===== src/rtl/dmem_uart_dumper.sv =====
// Sweeps the core's data-memory debug index and streams each word over an 8N1 UART
// as an ASCII line "AA:DDDD\r\n" (uppercase hex), one line per address.
module dmem_uart_dumper #(
   parameter int unsigned CLKS_PER_BIT  = 868,
   parameter int unsigned ADDR_W        = 6,
   parameter int unsigned DATA_W        = 16,
   parameter int unsigned NUM_WORDS     = 64,
   parameter int unsigned SETTLE_CYCLES = 4
) (
   input  logic              clk,
   input  logic              rst,
   input  logic              start,
   output logic [ADDR_W-1:0] user_in,
   input  logic [DATA_W-1:0] user_read,
   output logic              uart_tx,
   output logic              busy,
   output logic              done
);

   localparam int unsigned NUM_DIGITS = DATA_W / 4;
   localparam int unsigned NUM_CHARS  = NUM_DIGITS + 5;
   localparam int unsigned TMR_W      = $clog2(CLKS_PER_BIT);
   localparam int unsigned SET_W      = (SETTLE_CYCLES > 1) ? $clog2(SETTLE_CYCLES) : 1;
   localparam int unsigned CHR_W      = $clog2(NUM_CHARS);

   localparam logic [ADDR_W-1:0] LAST_ADDR   = ADDR_W'(NUM_WORDS - 1);
   localparam logic [TMR_W-1:0]  LAST_TMR    = TMR_W'(CLKS_PER_BIT - 1);
   localparam logic [SET_W-1:0]  LAST_SETTLE = SET_W'(SETTLE_CYCLES - 1);
   localparam logic [CHR_W-1:0]  LAST_CHR    = CHR_W'(NUM_CHARS - 1);
   localparam logic [CHR_W-1:0]  FIRST_DIG   = CHR_W'(3);
   localparam logic [CHR_W-1:0]  CR_CHR      = CHR_W'(3 + NUM_DIGITS);

   typedef enum logic [2:0] {
      S_IDLE,
      S_SET_ADDR,
      S_SETTLE,
      S_SEND,
      S_FINISH
   } state_t;

   state_t              state_q, state_d;
   logic [ADDR_W-1:0]   addr_q, addr_d;
   logic [ADDR_W-1:0]   user_in_d;
   logic [DATA_W-1:0]   data_q, data_d;
   logic [SET_W-1:0]    settle_q, settle_d;
   logic [TMR_W-1:0]    tmr_q, tmr_d;
   logic [3:0]          bit_q, bit_d;
   logic [CHR_W-1:0]    chr_q, chr_d;
   logic                uart_tx_d, busy_d, done_d;
   logic [7:0]          cur_char;
   logic [7:0]          addr8;

   // Nibble to uppercase ASCII hex digit
   function automatic logic [7:0] hex_ascii(input logic [3:0] n);
      if (n < 4'd10) return 8'h30 + 8'(n);
      else           return 8'h37 + 8'(n);
   endfunction

   // Character currently being serialised; data digits come from the top of a shifting copy
   always_comb begin
      addr8    = 8'(addr_q);
      cur_char = 8'h0A;
      if (chr_q == CHR_W'(0))       cur_char = hex_ascii(addr8[7:4]);
      else if (chr_q == CHR_W'(1))  cur_char = hex_ascii(addr8[3:0]);
      else if (chr_q == CHR_W'(2))  cur_char = 8'h3A;
      else if (chr_q < CR_CHR)      cur_char = hex_ascii(data_q[DATA_W-1 -: 4]);
      else if (chr_q == CR_CHR)     cur_char = 8'h0D;
   end

   // State and datapath registers
   always_ff @(posedge clk or posedge rst) begin
      if (rst) begin
         state_q  <= S_IDLE;
         addr_q   <= '0;
         user_in  <= '0;
         data_q   <= '0;
         settle_q <= '0;
         tmr_q    <= '0;
         bit_q    <= '0;
         chr_q    <= '0;
         uart_tx  <= 1'b1;
         busy     <= 1'b0;
         done     <= 1'b0;
      end else begin
         state_q  <= state_d;
         addr_q   <= addr_d;
         user_in  <= user_in_d;
         data_q   <= data_d;
         settle_q <= settle_d;
         tmr_q    <= tmr_d;
         bit_q    <= bit_d;
         chr_q    <= chr_d;
         uart_tx  <= uart_tx_d;
         busy     <= busy_d;
         done     <= done_d;
      end
   end

   // Next-state and next-output logic
   always_comb begin
      state_d   = state_q;
      addr_d    = addr_q;
      user_in_d = user_in;
      data_d    = data_q;
      settle_d  = settle_q;
      tmr_d     = tmr_q;
      bit_d     = bit_q;
      chr_d     = chr_q;
      uart_tx_d = uart_tx;
      busy_d    = busy;
      done_d    = 1'b0;

      case (state_q)
         S_IDLE: begin
            uart_tx_d = 1'b1;
            busy_d    = 1'b0;
            if (start) begin
               state_d = S_SET_ADDR;
               addr_d  = '0;
               busy_d  = 1'b1;
            end
         end

         S_SET_ADDR: begin
            user_in_d = addr_q;
            settle_d  = '0;
            state_d   = S_SETTLE;
         end

         S_SETTLE: begin
            if (settle_q == LAST_SETTLE) begin
               // Single capture point: user_read is not looked at again for this word
               data_d    = user_read;
               state_d   = S_SEND;
               tmr_d     = '0;
               bit_d     = '0;
               chr_d     = '0;
               uart_tx_d = 1'b0;
            end else begin
               settle_d = settle_q + SET_W'(1);
            end
         end

         S_SEND: begin
            if (tmr_q != LAST_TMR) begin
               tmr_d = tmr_q + TMR_W'(1);
            end else begin
               tmr_d = '0;
               if (bit_q != 4'd9) begin
                  // bit_q 0..7 -> next is data bit bit_q; bit_q 8 -> next is stop
                  bit_d     = bit_q + 4'd1;
                  uart_tx_d = (bit_q == 4'd8) ? 1'b1 : cur_char[bit_q[2:0]];
               end else begin
                  bit_d = '0;
                  if (chr_q >= FIRST_DIG && chr_q < CR_CHR)
                     data_d = data_q << 4;
                  if (chr_q != LAST_CHR) begin
                     chr_d     = chr_q + CHR_W'(1);
                     uart_tx_d = 1'b0;
                  end else begin
                     chr_d     = '0;
                     uart_tx_d = 1'b1;
                     if (addr_q == LAST_ADDR) begin
                        state_d = S_FINISH;
                        done_d  = 1'b1;
                     end else begin
                        addr_d  = addr_q + ADDR_W'(1);
                        state_d = S_SET_ADDR;
                     end
                  end
               end
            end
         end

         S_FINISH: begin
            busy_d    = 1'b0;
            user_in_d = '0;
            addr_d    = '0;
            state_d   = S_IDLE;
         end

         default: begin
            state_d = S_IDLE;
         end
      endcase
   end

endmodule


===== config.mk =====
export PLATFORM = sky130hd
export DESIGN_NAME = dmem_uart_dumper
export DESIGN_NICKNAME = d
export VERILOG_FILES = /design/src/rtl/dmem_uart_dumper.sv
export SDC_FILE = /design/constraint.sdc
export NUM_CORES = 1
export LEC_CHECK = 0
export CAP_MARGIN = 30
export CELL_PAD_IN_SITES_DETAIL_PLACEMENT = 0
export CELL_PAD_IN_SITES_GLOBAL_PLACEMENT = 1
export CORE_MARGIN = 2
export CORE_UTILIZATION = 45
export CTS_CLUSTER_SIZE = 30
export DETAILED_ROUTE_END_ITERATION = 16
export DONT_BUFFER_PORTS = 1
export HOLD_SLACK_MARGIN = 0.12
export MAX_ROUTING_LAYER = met4
export PLACE_DENSITY = 0.74
export REMOVE_ABC_BUFFERS = 1
export SYNTH_ARGS = -nofsm -noshare
export SYNTH_HDL_FRONTEND = slang
export SYNTH_SLANG_ARGS = --single-unit

===== constraint.sdc =====
create_clock -name clk -period 2.7 [get_ports clk]
set_input_delay 0.54 -clock clk [delete_from_list [all_inputs] [get_ports clk]]
set_output_delay 0.54 -clock clk [all_outputs]
set_load 0.05 [all_outputs]

# == After elaboration in Yosys (flattened, before gate mapping) ==
# Cells that the tools add are included.
# totals
reg_bits,54
output_inout_bits,9
# classes
n_addsub,11
order_cmp,6
n_eq_ne,21
n_mux,55
n_reduce_logical,17
# ops
operator,n
16-bit 2-to-1 mux,4
8-bit 2-to-1 mux,4
16-bit one-hot mux with 2 select lines,1
6-bit 2-to-1 mux,5
6-bit by 4-bit adder with 7-bit output (first input constant),4
4-bit 2-to-1 mux,6
3-bit 2-to-1 mux,7
7-bit 2-to-1 mux,3
10-bit 2-to-1 mux,2
10-bit one-hot mux with 2 select lines,1
6-bit one-hot mux with 3 select lines,1
2-bit inequality test (second input constant),8
4-bit one-hot mux with 2 select lines,2
6-bit by 2-bit adder with 7-bit output (first input constant),2
1-bit 2-to-1 mux,12
3-bit one-hot mux with 4 select lines,1
6-bit one-hot mux with 2 select lines,1
10-bit by 1-bit adder with 10-bit output (second input constant),1
10-bit inequality test (second input constant),1
5-bit AND reduction,2
4-bit by 1-bit adder with 4-bit output (second input constant),2
4-bit less-than comparator (second input constant),2
4-bit inequality test (second input constant),2
2-bit nonzero test,4
other kinds (28),32

# == Depth between registers and ports, before layout ==
# logic_depth
word_depth,12
ltp_mapped,9
depth_no_buf,8

# == Worst setup path after synthesis ==
# No wires, ideal clock.
# synth_timing
path_type,reg2reg
from,register tmr_q[7]
to,register data_q[5]
setup_ns,0.121
t_arrival_ns,1.941
t_required_ns,2.579
path_slack_ns,0.638
stages_incl_launch_ff,9
path_buffers,2
synth_period_minus_slack_ns,2.062
cell_sequence,dfrtp_1 -> or3_4 -> or3_1 -> a21o_1 -> or2_1 -> buf_6 -> buf_6 -> nand2_1 -> o21ai_1
# synth_between
elab_chain_len,3
# synth_lines
element,line,rtl
start: declaration,46,"logic [TMR_W-1:0] tmr_q, tmr_d;"
start signal: assignment,90,tmr_q <= tmr_d;
10-bit inequality test,145,if (tmr_q != LAST_TMR) begin
2-bit inequality test (no source line),n/a,
5-bit AND reduction (no source line),n/a,
end signal: assignment,88,data_q <= data_d;
end: declaration,44,"logic [DATA_W-1:0] data_q, data_d;"
# Every way passes these cells.
# A chain may end at the register's enable or synchronous reset.

# == Worst setup path in the final report ==
# layout_timing
from,register tmr_q[0]
to,register data_q[1]
# Same word-level chain as after synthesis.

==> impl_metrics.csv <==
group,metric,value,unit
clock_network,clk_latency,310,ps
global_routing,grt_pass1_vias,2427,
place,place_ws,505.6,ps
routing,drc_errors,0,
layout,layout-drive-gt1-share,9.511,%
global_routing,antenna_found_initial,0,
die,core-area,7176,um^2
clock_network,htree_levels,2,
timing,post-route-min-period,2201,ps
synth,ys_seq_area_share,41.20,%
global_routing,grt_max_degree,39,
routing,dr.pass1.iters,4,
layout,layout_commonest_cell,"dfrtp_1",
synth,yosys_register_bits,54,
timing,final-hold-violation-count,0,
synth,synth_cell_type_count,60,
synth,synthArstFlopShare,100.0,%
synth,synth_xor_area_share,1.867,%
routing,dr_total_vias,2672,
synth,synth_ff_type,"dfrtp_1",
synth,avgSynthCellArea,8.802,um^2
timing,rsz0062_at_grt,"no",
global_routing,grt_pass1_wl,11.84,mm
place,portBuffers,0,
pwr,clkPwrFrac,14.2,%
pwr,power.density,951.5,nW/um^2
layout,n_fill_cell,707,
timing,max_slew_margin,46.29,%
timing,max_freq,454.3,MHz
global_routing,gr-max-usage-layer,"met2",
place,gp_routability_congestion,0.9043,
synth,synthDominantCellAreaShare,40.40,%
pwr,total_power,3296,uW
routing,finalWirelength,7.175,mm
global_routing,grtUsageMet1,27.35,%
global_routing,overflow,0,
synth,synth_cells,373,
worst_setup_path,criticalPathCategory,"flop to flop",
synth,synthAdderAreaFrac,3.430,%
worst_setup_path,startpoint_type,"flop",
synth,syn-cell-area,3283,um^2
synth,yosys_warnings,0,
synth,synth_simple_gate_area_share,20.96,%
status,outcome,"completed",
layout,antenna_cells,0,
clock_network,cts_tree,"done",
die,die_x,89.42,um
synth,synthMuxAreaShare,4.002,%
synth,synth_compound_area_share,23.40,%
clock_network,path_clk_slew,100,ps
layout,mostFrequentLayoutCells,"53 x dfrtp_1, 47 x nand2_1, 38 x o21ai_0",
place,dpl.hpwl,5.186,mm
pwr,max-vdd-ir-drop,0.3845,mV
pwr,p_switching,1445,uW
pwr,seq_power_share,39.3,%
die,dieArea,7995,um^2
worst_setup_path,rrSetupSlack,500,ps
timing,worst_pin_slew,804.4,ps
pwr,p_int,1851,uW
layout,syn2layout_area_growth,5.526,%
layout,nNetsFinal,395,
clock_network,cts_hold_buf,0,
clock_network,post-cts-setup-buffers,0,
clock_network,cts_buffers,5,
synth,synth_area_leaders,"dfrtp_1 40%, o21ai_0 5.8%, nand2_1 5.4%, mux2i_1 3.7%, nor2_1 3.7%",
global_routing,grt_usage,19.62,%
clock_network,cts_buffer_depth,2,
layout,multi_input_area,1762,um^2
clock_network,root_buffer,"clkbuf_8",
timing,clock_skew,8.992,ps
synth,synth_edf_count,0,
worst_setup_path,endpoint_kind,"flop",
timing,setup_tns,0,ps
worst_setup_path,worstPathArrival,2410,ps
pwr,swShare,43.84,%
routing,via_per_inst,5.722,
global_routing,grt_use_met3,3.232,%
routing,ant_nets,0,
synth,synth_top_family_by_area,"compound AO/OA/AOI/OAI gates",
clock_network,post_cts_resized,0,
clock_network,clock_sinks,54,
die,dieHeight,89.42,um
flow_run,drv_cap,0,
timing,setup_slack,498.8,ps
timing,fin_crit_sh,81.52,%
pwr,p_leak,0.001533,uW
die,rows,31,
worst_setup_path,critPathMaxFanout,28,
pwr,combinationalPowerShare,46.5,%
worst_hold_path,min_path_type,"input pin to async pin",
routing,drt_iter0_drc,175,
global_routing,use_met2,29.90,%
die,start_util,45.75,%
timing,drv_slew,0,
routing,routedWlPerCell,15.36,um
synth,synth_area_leader_cell,"dfrtp_1",
layout,regArea,1353,um^2
worst_setup_path,critPathRequiredTime,2910,ps
die,io_pins,28,
timing,setup_violations,0,
[layer usage]
metal | vias up | wire, um | share of wire, %
met2 | 48 | 3315 | 46
met5 | - | 0 | 0
met3 | 7 | 249 | 3.5
li1 | 1327 | - | -
met4 | 0 | 79 | 1.1
met1 | 1290 | 3530 | 49
[stage by stage]
stage / cell area [um^2] / hold WS (ps) / util [%] / std cells
floorplan: 3174 / 450.9 / - / 350
global placement: 3373 / 461.8 / 47.01 / 459
detailed placement: 3373 / 466.5 / 47.01 / 459
CTS: 3465 / 276.4 / 48.28 / 467
global route: 3465 / 295.2 / 48.28 / 467
finish: 3465 / 252.8 / 48.28 / 467
[sequential cells by signal, summed over array words and instances, names as in the netlist]
register  count
uart_tx       1
tmr_q        10
chr_q         4
data_q       16
addr_q        6
settle_q      2
busy          1
user_in       6
bit_q         4
state_q       3
done          1
[worst max-delay path: stages, from the launching register on]
cell	delay (ps)
dfrtp_1	390
ha_1	220
nand4b_1	180
or3_1	430
a21o_1	210
or2_1	220
buf_4	230
a22o_1	210
[power by group through the flow]
| stage | clock network (uW) | registers, uW | logic, uW |
|---|---|---|---|
| after floorplan | 0 | 1280 | 1150 |
| after global placement | 0 | 1310 | 1530 |
| after detailed placement | 0 | 1310 | 1540 |
| after CTS | 490 | 1290 | 1540 |
| after global routing | 530 | 1340 | 1710 |
| final | 467 | 1300 | 1530 |
[final timing paths]
| path | startpoint | end | depth (start not counted) |
|---|---|---|---|
| setup / recovery | tmr_q[0]$_DFFE_PP0P_ | data_q[1]$_DFFE_PP0P_ | 7 |
| hold / removal | rst | data_q[6]$_DFFE_PP0P_ | 1 |
| setup reg to reg | tmr_q[0]$_DFFE_PP0P_ | data_q[1]$_DFFE_PP0P_ | 7 |
| hold reg to reg | data_q[7]$_DFFE_PP0P_ | data_q[7]$_DFFE_PP0P_ | 2 |
| max in group asynchronous | rst | state_q[1]$_DFFE_PP0P_ | 2 |
| min in group clk | start | busy$_DFFE_PP0P_ | 2 |
[cells by family (layout without fill, tap and decap cells)]
group,Yosys count,in the layout
buffers and inverters,39,34
and+or+nand+nor,137,137
AOI/OAI and AO/OA,114,114
DFF,54,54
muxes,13,13
adders and majority gates,9,9
xor gates and xnor gates,7,7
[cells in the mapped netlist, types with 4 or more instances]
master	instances
dfrtp_1	53
nand2_1	47
o21ai_0	38
nor2_1	32
clkbuf_1	19
a21oi_1	17
inv_1	16
nor2b_1	13
mux2i_1	12
a22o_1	9
ha_1	9
nand3_1	8
o21ai_2	8
nor3_1	5
a211oi_1	4
a21o_1	4
a31oi_1	4
and3_1	4
o21ai_1	4
o31ai_1	4
xnor2_1	4
[layout make-up]
cell class                      instances  share of cell area (%)
Sequential cell                        54                   39.04
Clock inverter                          3                  0.6501
Multi-Input combinational cell        280                   50.85
Timing Repair Buffer                   10                   2.167
Clock buffer                            5                   1.986
Inverter                               16                   1.733
Tap cell                               99                   3.575
No activity file was read; power rests on OpenSTA's default activity.
==> RTL change, RTL diff (config.mk and constraints unchanged) <==
Set the parameter `DATA_W` to 32 (it was 16).
--- a/src/rtl/dmem_uart_dumper.sv
+++ b/src/rtl/dmem_uart_dumper.sv
@@ -3,7 +3,7 @@
 module dmem_uart_dumper #(
    parameter int unsigned CLKS_PER_BIT  = 868,
    parameter int unsigned ADDR_W        = 6,
-   parameter int unsigned DATA_W        = 16,
+   parameter int unsigned DATA_W        = 32,
    parameter int unsigned NUM_WORDS     = 64,
    parameter int unsigned SETTLE_CYCLES = 4
 ) (
Ports: changed (resized user_read); port bits go from 28 to 44. The function was not compared with the original's and may differ.
==> RTL change against the original RTL <==
Sequential cell count increased by 16. Via count increased by 13%. Synthesized cell count rose by 18%. Wire length is 15% higher. Synthesized area increased by 20%. Setup slack improved by 0.054 ns. Sequential share of layout area up 2.8 points. Cell area grew 21%. Clock skew increased by 0.0034 ns. Highest routed layer unchanged.
Power is not compared: it rests on default switching activity, and its combinational part moved more than twofold at a synthesized area within 25%.
==> RTL change: results (changes against the original RTL) <==
| Metric | Value |
|---|---|
| Clk_skew | 0.0124 ns (was 0.00899 ns) |
| Clock Latency Late Sink | 0.35 ns (was 0.31 ns) |
| Row count | 34 (was 31) |
| Seq/Total Area, Yosys | 44.6% (was 41.2%) |
| Clk root buf | clkbuf_8 (unchanged) |
| Post-DP Area | 0.00402 sq mm (was 0.00337 sq mm) |
| CP Max Fanout | 54 (was 28) |
| Post-Syn Area per Cell | 8.96 sq um (was 8.80 sq um) |
| FMAX | 0.466 GHz (was 0.454 GHz) |
| CLK BUF | 9 (was 5) |
| Multi-input logic area | 0.00199 sq mm (was 0.00176 sq mm) |
| XOR/XNOR Fraction of Synth Area | 1.78% (was 1.87%) |
| Final WL | 8.23 mm (was 7.18 mm) |
| Pre-CTS setup slack | 0.541 ns (was 0.506 ns) |
| Critical path's slowest cell | dfrtp_1 (was or3_1) |
| Regs by FF count | data_q x32, tmr_q x10 (was data_q x16, tmr_q x10) |
| Critical path arrival | 2.37 ns (was 2.41 ns) |
| First-pass GRT wire length | 14.5 mm (was 11.8 mm) |
| Synth top area cells | dfrtp_1 44%, mux2i_1 7.4%, nand2_1 6.6% (was dfrtp_1 40%, o21ai_0 5.8%, nand2_1 5.4%) |
| Layout Cell Area excl Fill | 0.00419 sq mm (was 0.00346 sq mm) |
| Post-synthesis compound-gate area fraction | 19.8% (was 23.4%) |
| Layout cell share with drive strength beyond 1 | 8.90% (was 9.51%) |
| GP Congestion | 0.845 (was 0.904) |
| Internal reg-to-reg setup slack | 0.55 ns (was 0.50 ns) |
| Final Total Pwr | 1.92 mW |
| Post-synthesis mux area share | 7.67% (was 4.00%) |
| Register area | 0.00175 sq mm (was 0.00135 sq mm) |
| Synth Area in Adders | 2.86% (was 3.43%) |
| Slew @ Worst Pin | 0.547 ns (was 0.804 ns) |
| Buffering overhead | 2.09% (was 2.17%) |
| Clk buf depth | 2 (unchanged) |
| Outcome | finished, final reports clean (unchanged) |
| GR Util All Layers | 19.0% (was 19.6%) |
| Largest net degree at the start of global routing | 55 (was 39) |
| H-tree depth | 3 (was 2) |
| Filler cells | 847 (was 707) |
| Non-filler cells, final | 546 (was 467) |
| Routed vias | 3030 (was 2672) |
| Final net count | 477 (was 395) |
| Synth top cells by count | 69 x dfrtp_1, 69 x nand2_1, 38 x o21ai_0, 34 x o21ai_1, 29 x mux2i_1 (was 53 x dfrtp_1, 47 x nand2_1, 38 x o21ai_0, 32 x nor2_1, 19 x clkbuf_1) |
| Worst path max stage delay | 0.40 ns (was 0.43 ns) |
| Initial drt markers | 129 (was 175) |
| ClkCell Share | 4.09% (was 2.64%) |
| Inverters | 14 (was 16) |
| DP Cell Count | 530 (was 459) |
| Post-DP HPWL | 5.76 mm (was 5.19 mm) |
| Number of synthesized register bits | 70 (was 54) |
| Vias in the first global route | 2958 (was 2427) |
[RTL change: cell types whose count changed after synthesis, sizes merged, moves of 6 or more]
cell    unedited run  this run
nand2             47        70
o21ai             50        72
mux2i             12        29
dfrtp             53        69
buf                4        17
nor2b             13         2
clkbuf            19        10
a22o               9         3
[RTL change: per-layer routing]
| layer | GRT usage [%] | vias up | wire (microns) |
|---|---|---|---|
| li1 | - | 1546 | - |
| met1 | 26.8 | 1431 | 4210 |
| met2 | 27.5 | 41 | 3640 |
| met3 | 3.81 | 12 | 245 |
| met4 | 6.41 | 0 | 131 |
| met5 | - | - | 0 |
[RTL change: path summary, 6_finish.rpt]
path	start	end	cells past startpoint
worst max-delay path	tmr_q[0]	data_q[24]	8
worst min-delay path	rst	data_q[1]	2
worst max register to register	tmr_q[0]	data_q[24]	8
worst min register to register	data_q[14]	data_q[14]	2
max in group asynchronous	rst	uart_tx	2
min in group clk	user_read[0]	data_q[0]	2
